### src/rtl/multicycle_controller.sv
// rtl/multicycle_controller.sv - Moore FSM control unit for a stack-based multicycle datapath
module multicycle_controller #(
    parameter int CNT_W = 16
) (
    input  logic             clk,
    input  logic             rst,
    input  logic             run,
    input  logic [2:0]       opc,
    output logic [1:0]       ALUOP,
    output logic             pcWriteUnCond,
    output logic             pcWriteCond,
    output logic             IorD,
    output logic             memRead,
    output logic             memWrite,
    output logic             IRWrite,
    output logic             MtoS,
    output logic             push,
    output logic             pop,
    output logic             tos,
    output logic             ldA,
    output logic             ldB,
    output logic             srcA,
    output logic             srcB,
    output logic             pcSrc,
    output logic             busy,
    output logic [CNT_W-1:0] retired
);

    typedef enum logic [3:0] {
        S_IDLE, S_IF, S_ID, S_POPA, S_POPB, S_EX, S_WB,
        S_MRD, S_PWB, S_MWR, S_JMP, S_JZ
    } state_t;

    state_t r_state;
    state_t w_next;
    logic   w_retire;

    always_ff @(posedge clk) begin
        if (rst) begin
            r_state <= S_IDLE;
            retired <= '0;
        end else begin
            r_state <= w_next;
            if (w_retire)
                retired <= retired + 1'b1;
        end
    end

    // Every terminal state returns to IF, so retirement is simply "in a terminal state".
    always_comb begin
        w_retire = 1'b0;
        case (r_state)
            S_WB, S_PWB, S_MWR, S_JMP, S_JZ: w_retire = 1'b1;
            default:                         w_retire = 1'b0;
        endcase
    end

    always_comb begin
        w_next = r_state;
        case (r_state)
            S_IDLE: w_next = run ? S_IF : S_IDLE;
            S_IF:   w_next = S_ID;
            S_ID: begin
                case (opc)
                    3'b100:  w_next = S_MRD;
                    3'b110:  w_next = S_JMP;
                    3'b111:  w_next = S_JZ;
                    default: w_next = S_POPA;
                endcase
            end
            S_POPA: begin
                case (opc)
                    3'b011:  w_next = S_EX;
                    3'b101:  w_next = S_MWR;
                    default: w_next = S_POPB;
                endcase
            end
            S_POPB: w_next = S_EX;
            S_EX:   w_next = S_WB;
            S_MRD:  w_next = S_PWB;
            S_WB, S_PWB, S_MWR, S_JMP, S_JZ: w_next = S_IF;
            default: w_next = S_IDLE;
        endcase
    end

    always_comb begin
        ALUOP         = 2'b00;
        pcWriteUnCond = 1'b0;
        pcWriteCond   = 1'b0;
        IorD          = 1'b0;
        memRead       = 1'b0;
        memWrite      = 1'b0;
        IRWrite       = 1'b0;
        MtoS          = 1'b0;
        push          = 1'b0;
        pop           = 1'b0;
        tos           = 1'b0;
        ldA           = 1'b0;
        ldB           = 1'b0;
        srcA          = 1'b0;
        srcB          = 1'b0;
        pcSrc         = 1'b0;
        busy          = (r_state != S_IDLE);
        case (r_state)
            S_IF: begin
                memRead       = 1'b1;
                IRWrite       = 1'b1;
                srcA          = 1'b1;
                srcB          = 1'b1;
                pcWriteUnCond = 1'b1;
            end
            S_ID:   tos = 1'b1;
            S_POPA: begin
                tos = 1'b1;
                ldA = 1'b1;
                pop = 1'b1;
            end
            S_POPB: begin
                tos = 1'b1;
                ldB = 1'b1;
                pop = 1'b1;
            end
            S_EX:   ALUOP = opc[1:0];
            S_WB:   push = 1'b1;
            S_MRD: begin
                IorD    = 1'b1;
                memRead = 1'b1;
            end
            S_PWB: begin
                MtoS = 1'b1;
                push = 1'b1;
            end
            S_MWR: begin
                IorD     = 1'b1;
                memWrite = 1'b1;
            end
            S_JMP: begin
                pcSrc         = 1'b1;
                pcWriteUnCond = 1'b1;
            end
            S_JZ: begin
                pcSrc       = 1'b1;
                pcWriteCond = 1'b1;
            end
            default: ;
        endcase
    end

endmodule

### config.mk
export PLATFORM = sky130hd
export DESIGN_NAME = multicycle_controller
export DESIGN_NICKNAME = d
export VERILOG_FILES = /design/src/rtl/multicycle_controller.sv
export SDC_FILE = /design/constraint.sdc
export NUM_CORES = 1
export LEC_CHECK = 0
export BUFFER_PORTS_ARGS = -buffer_cell sky130_fd_sc_hd__buf_2
export CAP_MARGIN = 10
export CORE_MARGIN = 5
export CORE_UTILIZATION = 55
export CTS_BUF_LIST = sky130_fd_sc_hd__clkbuf_8
export CTS_CLUSTER_SIZE = 24
export DETAILED_ROUTE_END_ITERATION = 10
export PLACE_DENSITY_LB_ADDON = 0.1
export SYNTH_ARGS = -nofsm -noshare
export SYNTH_HDL_FRONTEND = slang
export SYNTH_SLANG_ARGS = --single-unit
export TNS_END_PERCENT = 10
### constraint.sdc
create_clock -name clk -period 3.7 [get_ports clk]
set_input_delay 0.37 -clock clk [delete_from_list [all_inputs] [get_ports clk]]
set_output_delay 0.37 -clock clk [all_outputs]
set_load 0.01 [all_outputs]
==> metrics.md <==
| Metric | Value |
|---|---|
| Core ar. | 1980 sq um |
| Final Power | 0.462 mW |
| Ys Warns | 0 |
| WHS Path Cells | 3 |
| Drt total wl | 2820 um |
| Met2 Track Usage GR | 28.7% |
| Setup tns final | 0 ps |
| Gr usage total | 18.2% |
| Reg2Reg Depth | 4 |
| Final setup vio count | 0 |
| Switch share | a little over a quarter |
| Mapped cell area | 1160 sq um |
| Max-slew violations | 0 |
| Psw | 0.122 mW |
| Max stage delay on crit path | 590 ps |
| Internal power | about 0.34 mW |
| Avg WL per Cell | 13.7 um |
| Clock latency on the worst-skew pair | 260 ps |
| Layout cells sized above 1 | 26.4% |
| 1st-pass router iterations | 4 |
| Nets | 186 |
| Syn avg cell area | approximately 8 sq um |
| Clk slew on worst S/H paths | 70 ps |
| Register area | 400 sq um |
| Fillcell total | 170 |
| Std cell rows | 16 |
| Area post-placement | approximately 1300 sq um |
| Initial core utilization | 58.6% |
| Commonest non-fill, non-tap cell in the layout | buf_2 |
| Final ANT Viol Nets | 0 |
| Initial DRC count | 28 |
| Tightest Pin Transition | 626 ps |
| P&R area growth vs syn | 19.8% |
| PwrDens | 332 nW/um^2 |
| Clock skew | about 1.2 ps |
| Met3 usage | 5.80% |
| Clock power frac | 36.6% |
| Synth Register Bits | 20 |
| Crit start category | flop |
| Final Hold Fails | 0 |
| Slowest stage cell on the critical path | dfxtp_1 |
| Arrival time worst endpoint | 2400 ps |
| Via/cell ratio | 5.67 |
| Synthesized netlist cell count | 146 |
| Num Clock Sinks | 20 |
| Fin area | 1390 sq um |
| Chip width | about 56 um |
| Simple-gate share of the synthesized area | 31.3% |
| Routability cong. | around 0.87 |
| Post-CTS sizing | 0 |
| First-pass GRT wire length | 4600 um |
| Hold-fix buffers, CTS | 0 |
| Setup ws final | 1490 ps |
| Synthesized net count | 153 |
| Sequential power share | 49.8% |
| Die H | 56.0 um |
| DP Cell Count | approximately 200 |
| Clock Tree Buf Depth | 2 |
| Pleak | 0.640 nW |
| Area of the multi-input gates | 697 sq um |
| GRT met1 Usage | 22.7% |
| Root Buffer | clkbuf_8 |
| Crit Path Category | flop to flop |
| # H-tree levels | 1 |
| Synth Area in Compound Gates | a little under a quarter |
| Drt drc | 0 |
| Setup Slack @ Placement | 1530 ps |
| CTS Buf Count | 3 |
| CTS tree | built |
| Largest net degree at the start of global routing | 20 |
| Crit Path Max Fanout | 15 |
| Main synth FF type | dfxtp_1 |
| Multiplexer share of the synthesized area | 0% |
| Fmax achieved | 0.453 GHz |
| Final Instance Count excl. Fillers | 205 |
| N_diodes | 0 |
| Max-Cap Viols | 0 |
| Total global routing overflow | 0 |
| Minimum clock period | 2210 ps |
| Final Cycle Share | between 50% and 60% |
| Vias in the first global route | 1027 |
| Setup bufs post-CTS | 0 |
| Comb pwr share | 13.6% |
| Synth Area in Adders | 1.08% |
| Slew margin rel. | 58.2% |
| IO Pins | 40 |
| Detail Placement HPWL | 2070 um |
| Crit. End Element | flop |
| Req. time, crit path | 3890 ps |
| IO Port Bufs | 39 |
| Die area | ~3100 sq um |
| DR vias | 1163 |
| Crit. path cell count | 4 |
| Worst-path cell chain | nor2b_1, o2111ai_4, or4_1, a21oi_1 |
| Grt peak-use layer | met2 |
| Post-synth ARST share | 0% |
| Worst VDD drop | 0.000302 V |
| RSZ-0062 raised after global routing | false |
| Cell variety after synth | 37 |
| Most frequent cells in the layout | buf_2, dfxtp_1, nor2_1 |
| Hold Crit Class | input port to flop |
| Register area share after synthesis | 34.4% |
| EDFF count, synth | 0 |
| Synth Area in XOR/XNOR | around 4.5% |
| WP buf/inv | 0 |
| CP delay by family, top | simple AND/OR/NAND/NOR gates |
| Main combinational cell family by area after synthesis | simple AND/OR/NAND/NOR gates |
| Status | complete, no violations |
| Initial antenna violation count | 0 |
[power by group through the flow]
stage / Combinational, mW / Clock, mW / Sequential (mW)
floorplan: 0.0512 / 0 / 0.227
global placement: 0.0617 / 0 / 0.234
detailed placement: 0.0634 / 0 / 0.235
CTS: 0.0638 / 0.172 / 0.230
global route: 0.0700 / 0.184 / 0.232
finish: 0.0630 / 0.169 / 0.230
[path summary, 6_finish.rpt]
kind | startpoint | to | slack (ps)
setup / recovery | r_state[3]$_SDFF_PP0_ | retired[15]$_SDFFE_PP0P_ | 1490
setup reg to reg | r_state[3]$_SDFF_PP0_ | retired[15]$_SDFFE_PP0P_ | 1490
hold reg to reg | retired[13]$_SDFFE_PP0P_ | retired[13]$_SDFFE_PP0P_ | 500
hold / removal | opc[2] | r_state[3]$_SDFF_PP0_ | 440
[worst reg2reg max path, delay by kind of cell (launching register included)]
family             cells  cell delay [ps]
and+or+nand+nor        2             1130
DFF                    1              590
AOI/OAI and AO/OA      2              420
[routing by layer]
layer	part of all wire (%)	up-vias
li1	-	597
met1	44	540
met2	51	22
met3	4.1	4
met4	1.1	0
met5	0	-
[metrics by stage]
| stage | util [%] | hold WS, ps |
|---|---|---|
| 2_1_floorplan | - | 496 |
| 3_3_place_gp | 67.5 | 462 |
| 3_5_place_dp | 67.5 | 487 |
| 4_1_cts | 70.3 | 445 |
| 5_1_grt | 70.3 | 462 |
| 6_report | 70.3 | 445 |
[cell type report]
class                           count  area share, %
Clock buffer                        4           3.95
Inverter                            3          0.809
Multi-Input combinational cell    112           50.0
Sequential cell                    20           28.8
Tap cell                           27           2.43
Timing Repair Buffer               39           14.0
[Yosys cell counts, drive strengths merged (2+ instances only)]
| cell type | count | area, sq um |
|---|---|---|
| buf | 4 | 27.5 |
| nand2b | 2 | 12.5 |
| and4 | 3 | 26.3 |
| or3 | 5 | 31.3 |
| or4 | 6 | 45.0 |
| and3 | 4 | 25.0 |
| nand2 | 9 | 33.8 |
| inv | 3 | 11.3 |
| nor2 | 15 | 56.3 |
| and2 | 4 | 25.0 |
| o31ai | 6 | 45.0 |
| o2111ai | 2 | 35.0 |
| xor2 | 5 | 43.8 |
| o21ai | 8 | 40.0 |
| nand4 | 2 | 12.5 |
| nor3 | 3 | 15.0 |
| a21oi | 14 | 70.1 |
| nor2b | 5 | 31.3 |
| dfxtp | 20 | 400 |
| nand3 | 5 | 25.0 |
| clkbuf | 7 | 26.3 |
[state kept, by name, summed over array words and instances (netlist names)]
register / count
retired: 16
r_state: 4
[cell families after synthesis]
kind of cell,Yosys count
XOR/XNOR,6
flip-flops,20
adder cells (fa/ha/maj),1
AND/OR/NAND/NOR,66
AO/OA/AOI/OAI,39
buffers and inverters,14
Note: power is estimated with default switching activity, not from simulation.
